File: src/rtl/stopwatch_pkg.sv
// rtl/stopwatch_pkg.sv - shared types and widths for the stopwatch control slice
package stopwatch_pkg;

  typedef enum logic [1:0] {
    IDLE    = 2'd0,
    RUNNING = 2'd1,
    STOPPED = 2'd2,
    LAP     = 2'd3
  } sw_state_t;

  localparam int DIGITS_W = 16;

endpackage

File: src/rtl/button_debounce.sv
// rtl/button_debounce.sv - 2-FF synchroniser plus counter debounce with a one-cycle press pulse
module button_debounce #(
  parameter int DEBOUNCE_CYCLES = 1_000_000
) (
  input  logic clk,
  input  logic reset_n,
  input  logic btn_raw,
  output logic stable,
  output logic press
);

  localparam int CNT_W = $clog2(DEBOUNCE_CYCLES + 1);
  localparam logic [CNT_W-1:0] CNT_MAX = CNT_W'(DEBOUNCE_CYCLES);

  logic             sync1;
  logic             sync2;
  logic [CNT_W-1:0] cnt;

  // press is raised on the same edge that accepts a 0->1 change, so it lines up with stable
  always_ff @(posedge clk or negedge reset_n) begin
    if (!reset_n) begin
      sync1  <= 1'b0;
      sync2  <= 1'b0;
      stable <= 1'b0;
      cnt    <= '0;
      press  <= 1'b0;
    end else begin
      sync1 <= btn_raw;
      sync2 <= sync1;
      press <= 1'b0;
      if (sync2 == stable) begin
        cnt <= '0;
      end else if (cnt == CNT_MAX) begin
        stable <= sync2;
        cnt    <= '0;
        press  <= sync2;
      end else begin
        cnt <= cnt + CNT_W'(1);
      end
    end
  end

endmodule

File: src/rtl/stopwatch_ctrl.sv
// rtl/stopwatch_ctrl.sv - start/stop/lap/clear control FSM with lap-frozen digit display path
module stopwatch_ctrl
  import stopwatch_pkg::*;
#(
  parameter int DEBOUNCE_CYCLES = 1_000_000
) (
  input  logic                clk,
  input  logic                reset_n,
  input  logic                btn_start,
  input  logic                btn_lap,
  input  logic [DIGITS_W-1:0] digits_in,
  output logic                run,
  output logic                clear,
  output logic                lap_active,
  output logic [DIGITS_W-1:0] digits_out
);

  sw_state_t state;
  sw_state_t state_next;
  logic      start_press;
  logic      lap_press;
  logic      start_stable;
  logic      lap_stable;
  logic      unused_stable;
  logic      run_next;
  logic      clear_next;
  logic      lap_next;

  button_debounce #(.DEBOUNCE_CYCLES(DEBOUNCE_CYCLES)) u_start_db (
    .clk     (clk),
    .reset_n (reset_n),
    .btn_raw (btn_start),
    .stable  (start_stable),
    .press   (start_press)
  );

  button_debounce #(.DEBOUNCE_CYCLES(DEBOUNCE_CYCLES)) u_lap_db (
    .clk     (clk),
    .reset_n (reset_n),
    .btn_raw (btn_lap),
    .stable  (lap_stable),
    .press   (lap_press)
  );

  assign unused_stable = start_stable ^ lap_stable;

  always_ff @(posedge clk or negedge reset_n) begin
    if (!reset_n) begin
      state <= IDLE;
    end else begin
      state <= state_next;
    end
  end

  // start is tested first in every state, so a simultaneous lap press is dropped
  always_comb begin
    state_next = state;
    clear_next = 1'b0;
    case (state)
      IDLE: begin
        if (start_press) state_next = RUNNING;
      end
      RUNNING: begin
        if (start_press)    state_next = STOPPED;
        else if (lap_press) state_next = LAP;
      end
      LAP: begin
        if (start_press)    state_next = STOPPED;
        else if (lap_press) state_next = RUNNING;
      end
      STOPPED: begin
        if (start_press) begin
          state_next = RUNNING;
        end else if (lap_press) begin
          state_next = IDLE;
          clear_next = 1'b1;
        end
      end
      default: state_next = IDLE;
    endcase
    run_next = (state_next == RUNNING) || (state_next == LAP);
    lap_next = (state_next == LAP);
  end

  // digits keep tracking on the edge that enters LAP, which is the capture
  always_ff @(posedge clk or negedge reset_n) begin
    if (!reset_n) begin
      run        <= 1'b0;
      clear      <= 1'b0;
      lap_active <= 1'b0;
      digits_out <= '0;
    end else begin
      run        <= run_next;
      clear      <= clear_next;
      lap_active <= lap_next;
      if (state != LAP) digits_out <= digits_in;
    end
  end

endmodule

File: config.mk
export PLATFORM = sky130hd
export DESIGN_NAME = stopwatch_ctrl
export DESIGN_NICKNAME = d
export VERILOG_FILES = /design/src/rtl/stopwatch_pkg.sv /design/src/rtl/button_debounce.sv /design/src/rtl/stopwatch_ctrl.sv
export SDC_FILE = /design/constraint.sdc
export NUM_CORES = 1
export LEC_CHECK = 0
export ABC_AREA = 1
export BUFFER_PORTS_ARGS = -buffer_cell sky130_fd_sc_hd__buf_4
export CAP_MARGIN = 30
export CORE_MARGIN = 2
export CORE_UTILIZATION = 40
export CTS_BUF_LIST = sky130_fd_sc_hd__clkbuf_4 sky130_fd_sc_hd__clkbuf_8
export CTS_CLUSTER_DIAMETER = 150
export DETAILED_ROUTE_END_ITERATION = 16
export RECOVER_POWER = 100
export SETUP_SLACK_MARGIN = 0.1
export SLEW_MARGIN = 20
export SYNTH_ARGS = -nofsm -noshare
export SYNTH_HDL_FRONTEND = slang
export SYNTH_HIERARCHICAL = 1
export SYNTH_SLANG_ARGS = --single-unit
File: constraint.sdc
create_clock -name clk -period 2.85 [get_ports clk]
set_input_delay 0.285 -clock clk [delete_from_list [all_inputs] [get_ports clk]]
set_output_delay 0.285 -clock clk [all_outputs]
set_load 0.05 [all_outputs]
==> results.json <==
{
  "drc": 0,
  "ioPinCount": 39,
  "start_util": 0.412,
  "gp_congestion": 0.887,
  "start_kind": "primary input",
  "nets": 481,
  "cts_buffer_depth": 2,
  "ctsResizeCount": 0,
  "clock_latency_ps": 340,
  "worstPathArrival_ps": 2180,
  "power.density_nw_per_um2": 477,
  "tightest_slew_ps": 1390,
  "ant_nets": 0,
  "setup_ws_ps": 1180,
  "synth_top_cell_by_area": "dfrtp_1",
  "maxCapViolCount": 0,
  "cpPeakStageDelay_ps": 1010,
  "fin_crit_ps": 1670,
  "fp-row-count": 33,
  "antenna_found_initial": 0,
  "routedWlPerCell_um": 12.2,
  "criticalPathCategory": "primary input to async pin",
  "postCtsSetupBuffers": 0,
  "vias": 2749,
  "syn_avg_cell_area_sq_um": 8.23,
  "area_delta_synth_final_pct": 14.9,
  "required_ps": 3370,
  "clk_pin_slew_ps": 70,
  "tritoncts": "built",
  "holdWs_ps": 74.6,
  "portBuffers": 38,
  "synth.top_cells.by_count": "nand2_1, nor2_1, dfrtp_1",
  "ctsHoldBuffers": 0,
  "drv_slew": 0,
  "dp_hpwl_um": 4900,
  "synth.most_common_cell": "nand2_1",
  "multi_input_area_sq_um": 1480,
  "drt_iter0_markers": 110,
  "clockRootBuffer": "clkbuf_8",
  "ir_drop_mv": 0.195,
  "numCtsBuffers": 9,
  "synth_area_leaders": "dfrtp_1, nand2_1, nor2_1, nand3_1, inv_1",
  "synth.ff_latch_count": 69,
  "die_w_um": 96.0,
  "cellLeakagePower_nw": 1.77,
  "drive_gt1_frac": 0.115,
  "rsz0062_at_grt": "no",
  "detailedPlace.worstSlack_ps": 1340,
  "drt_pass1_iterations": 5,
  "fin_tns_setup_ps": 0,
  "grt_pass1_vias": 2596,
  "grt_first_pass_wirelength_um": 11800,
  "synth.area.mux_share": 0,
  "seq_area_sq_um": 1730,
  "grt_use_total": 0.166,
  "synth_top_cell_area_share": 0.511,
  "crit_slowest_cell": "clkbuf_1",
  "crit_path_max_fanout": 46,
  "synth_xor_area_frac": 0.0596,
  "synth-async-reset-ratio": 1.00,
  "routed_via_density": 4.85,
  "diodes": 0,
  "die_h_um": 96.0,
  "syn_nets": 435,
  "ys_warn_count": 6,
  "power.total_mw": 1.85,
  "coreArea_sq_um": 8220,
  "yosysSeqAreaShare": 0.511,
  "synthCells": 411,
  "cp-end-kind": "async pin",
  "setup_violations": 0,
  "synth-adder-area-share": 0.0148,
  "slew_headroom": 0.0758,
  "max_freq_mhz": 598,
  "synth_compound_area_frac": 0.0215,
  "synthSimpleGateAreaFrac": 0.344,
  "cts.sinks": 69,
  "wirelength_um": 6920,
  "synth.distinct_cells": 22,
  "ys.flop_type": "dfrtp_1",
  "period_share": 0.587,
  "grt-ovfl-total": 0,
  "status": "complete, no violations",
  "synth_area_sq_um": 3380,
  "fill_cells": 829,
  "final_util": 0.473,
  "synth-edff-count": 0,
  "finalHoldViolCount": 0,
  "cts_max_level": 3,
  "clock_skew_ps": 11.3,
  "dieArea_sq_um": 9210,
  "grt_max_degree": 70,
  "path_cells": "dlygate4sd3_1 -> clkbuf_1 -> buf_12",
  "synth_top_family_by_area": "simple AND/OR/NAND/NOR gates",
  "holdCritPathClass": "primary input to flop"
}
routing by layer:
| metal | wire length, um | share of wire | GRT usage |
|---|---|---|---|
| met4 | 53 | 0.0077 | 0.0583 |
| met3 | 281 | 0.041 | 0.0454 |
| met2 | 3290 | 0.47 | 0.266 |
| met1 | 3300 | 0.48 | 0.218 |
| met5 | 0 | 0 | 0 |
worst max-delay path, delay by kind of cell:
| family | cells | cell delay, ps |
|---|---|---|
| buffers and inverters | 3 | 1880 |
path summary, 6_finish.rpt:
path | from | to | slack (ps) | cells after the start
worst min-delay path | btn_lap | u_lap_db/sync1$_DFF_PN0_ | 70 | 1
worst max-delay path | reset_n | u_start_db/cnt[2]$_DFF_PN0_ | 1180 | 3
worst max register to register | state[0]$_DFF_PN0_ | digits_out[9]$_DFFE_PN0N_ | 1180 | 3
min in group asynchronous | reset_n | u_lap_db/cnt[13]$_DFF_PN0_ | 790 | 2
worst min register to register | u_lap_db/sync1$_DFF_PN0_ | u_lap_db/sync2$_DFF_PN0_ | 350 | 0
max in group clk | state[0]$_DFF_PN0_ | digits_out[9]$_DFFE_PN0N_ | 1180 | 3
power breakdown:
group	total [mW]	switching [mW]	internal, mW	leakage (nW)
registers	1.01	0.0153	1.00	0.913
logic	0.133	0.0941	0.0385	0.777
clock network	0.705	0.387	0.318	0.0820
kinds of logic (layout without fill, tap and decap cells):
family	count (synthesis)	after routing
adders and majority gates	4	4
AOI/OAI and AO/OA	13	13
xor gates and xnor gates	23	23
buffers and inverters	41	92
and+or+nand+nor	261	261
DFF	69	69
stage by stage:
stage | cells | area (sq um)
after floorplan | 411 | 3380
after global placement | 549 | 3770
after detailed placement | 549 | 3770
after CTS | 565 | 3940
after global routing | 567 | 3890
final | 567 | 3890
placed cells by master (no fill, tap or decap):
| master | instances |
|---|---|
| nand2_1 | 100 |
| buf_12 | 1 |
| nor2_2 | 6 |
| xor2_1 | 14 |
| nand3_1 | 52 |
| a21oi_1 | 5 |
| clkinv_2 | 2 |
| clkbuf_4 | 2 |
| clkbuf_1 | 20 |
| ha_1 | 4 |
| xnor2_1 | 9 |
| nand3b_2 | 2 |
| nand4_1 | 6 |
| o21bai_1 | 2 |
| nor2_4 | 6 |
| nor2_1 | 76 |
| buf_4 | 16 |
| clkinvlp_4 | 3 |
| o22ai_1 | 2 |
| dfrtp_1 | 69 |
| o21ai_1 | 2 |
| nand2_2 | 4 |
| inv_6 | 2 |
| inv_1 | 36 |
| dlygate4sd3_1 | 1 |
| nor3_1 | 9 |
| o21ai_0 | 2 |
| clkbuf_8 | 9 |
final cells by class:
cell class	count	share of cell area
sequential	69	0.444
multi-input combinational	301	0.381
timing repair buffer	40	0.0618
inverter	36	0.0348
tap	105	0.0338
clock buffer	9	0.0319
clock inverter	7	0.0129
sequential cells by signal, summed over array words and instances, names as in the netlist:
| signal | flops |
|---|---|
| u_lap_db/cnt | 20 |
| u_start_db/cnt | 20 |
| digits_out | 16 |
| state | 2 |
| clear | 1 |
| lap_active | 1 |
| run | 1 |
| u_lap_db/press | 1 |
| u_lap_db/stable | 1 |
| u_lap_db/sync1 | 1 |
| u_lap_db/sync2 | 1 |
| u_start_db/press | 1 |
| u_start_db/stable | 1 |
| u_start_db/sync1 | 1 |
| u_start_db/sync2 | 1 |
(Power assumes the default switching activity.)
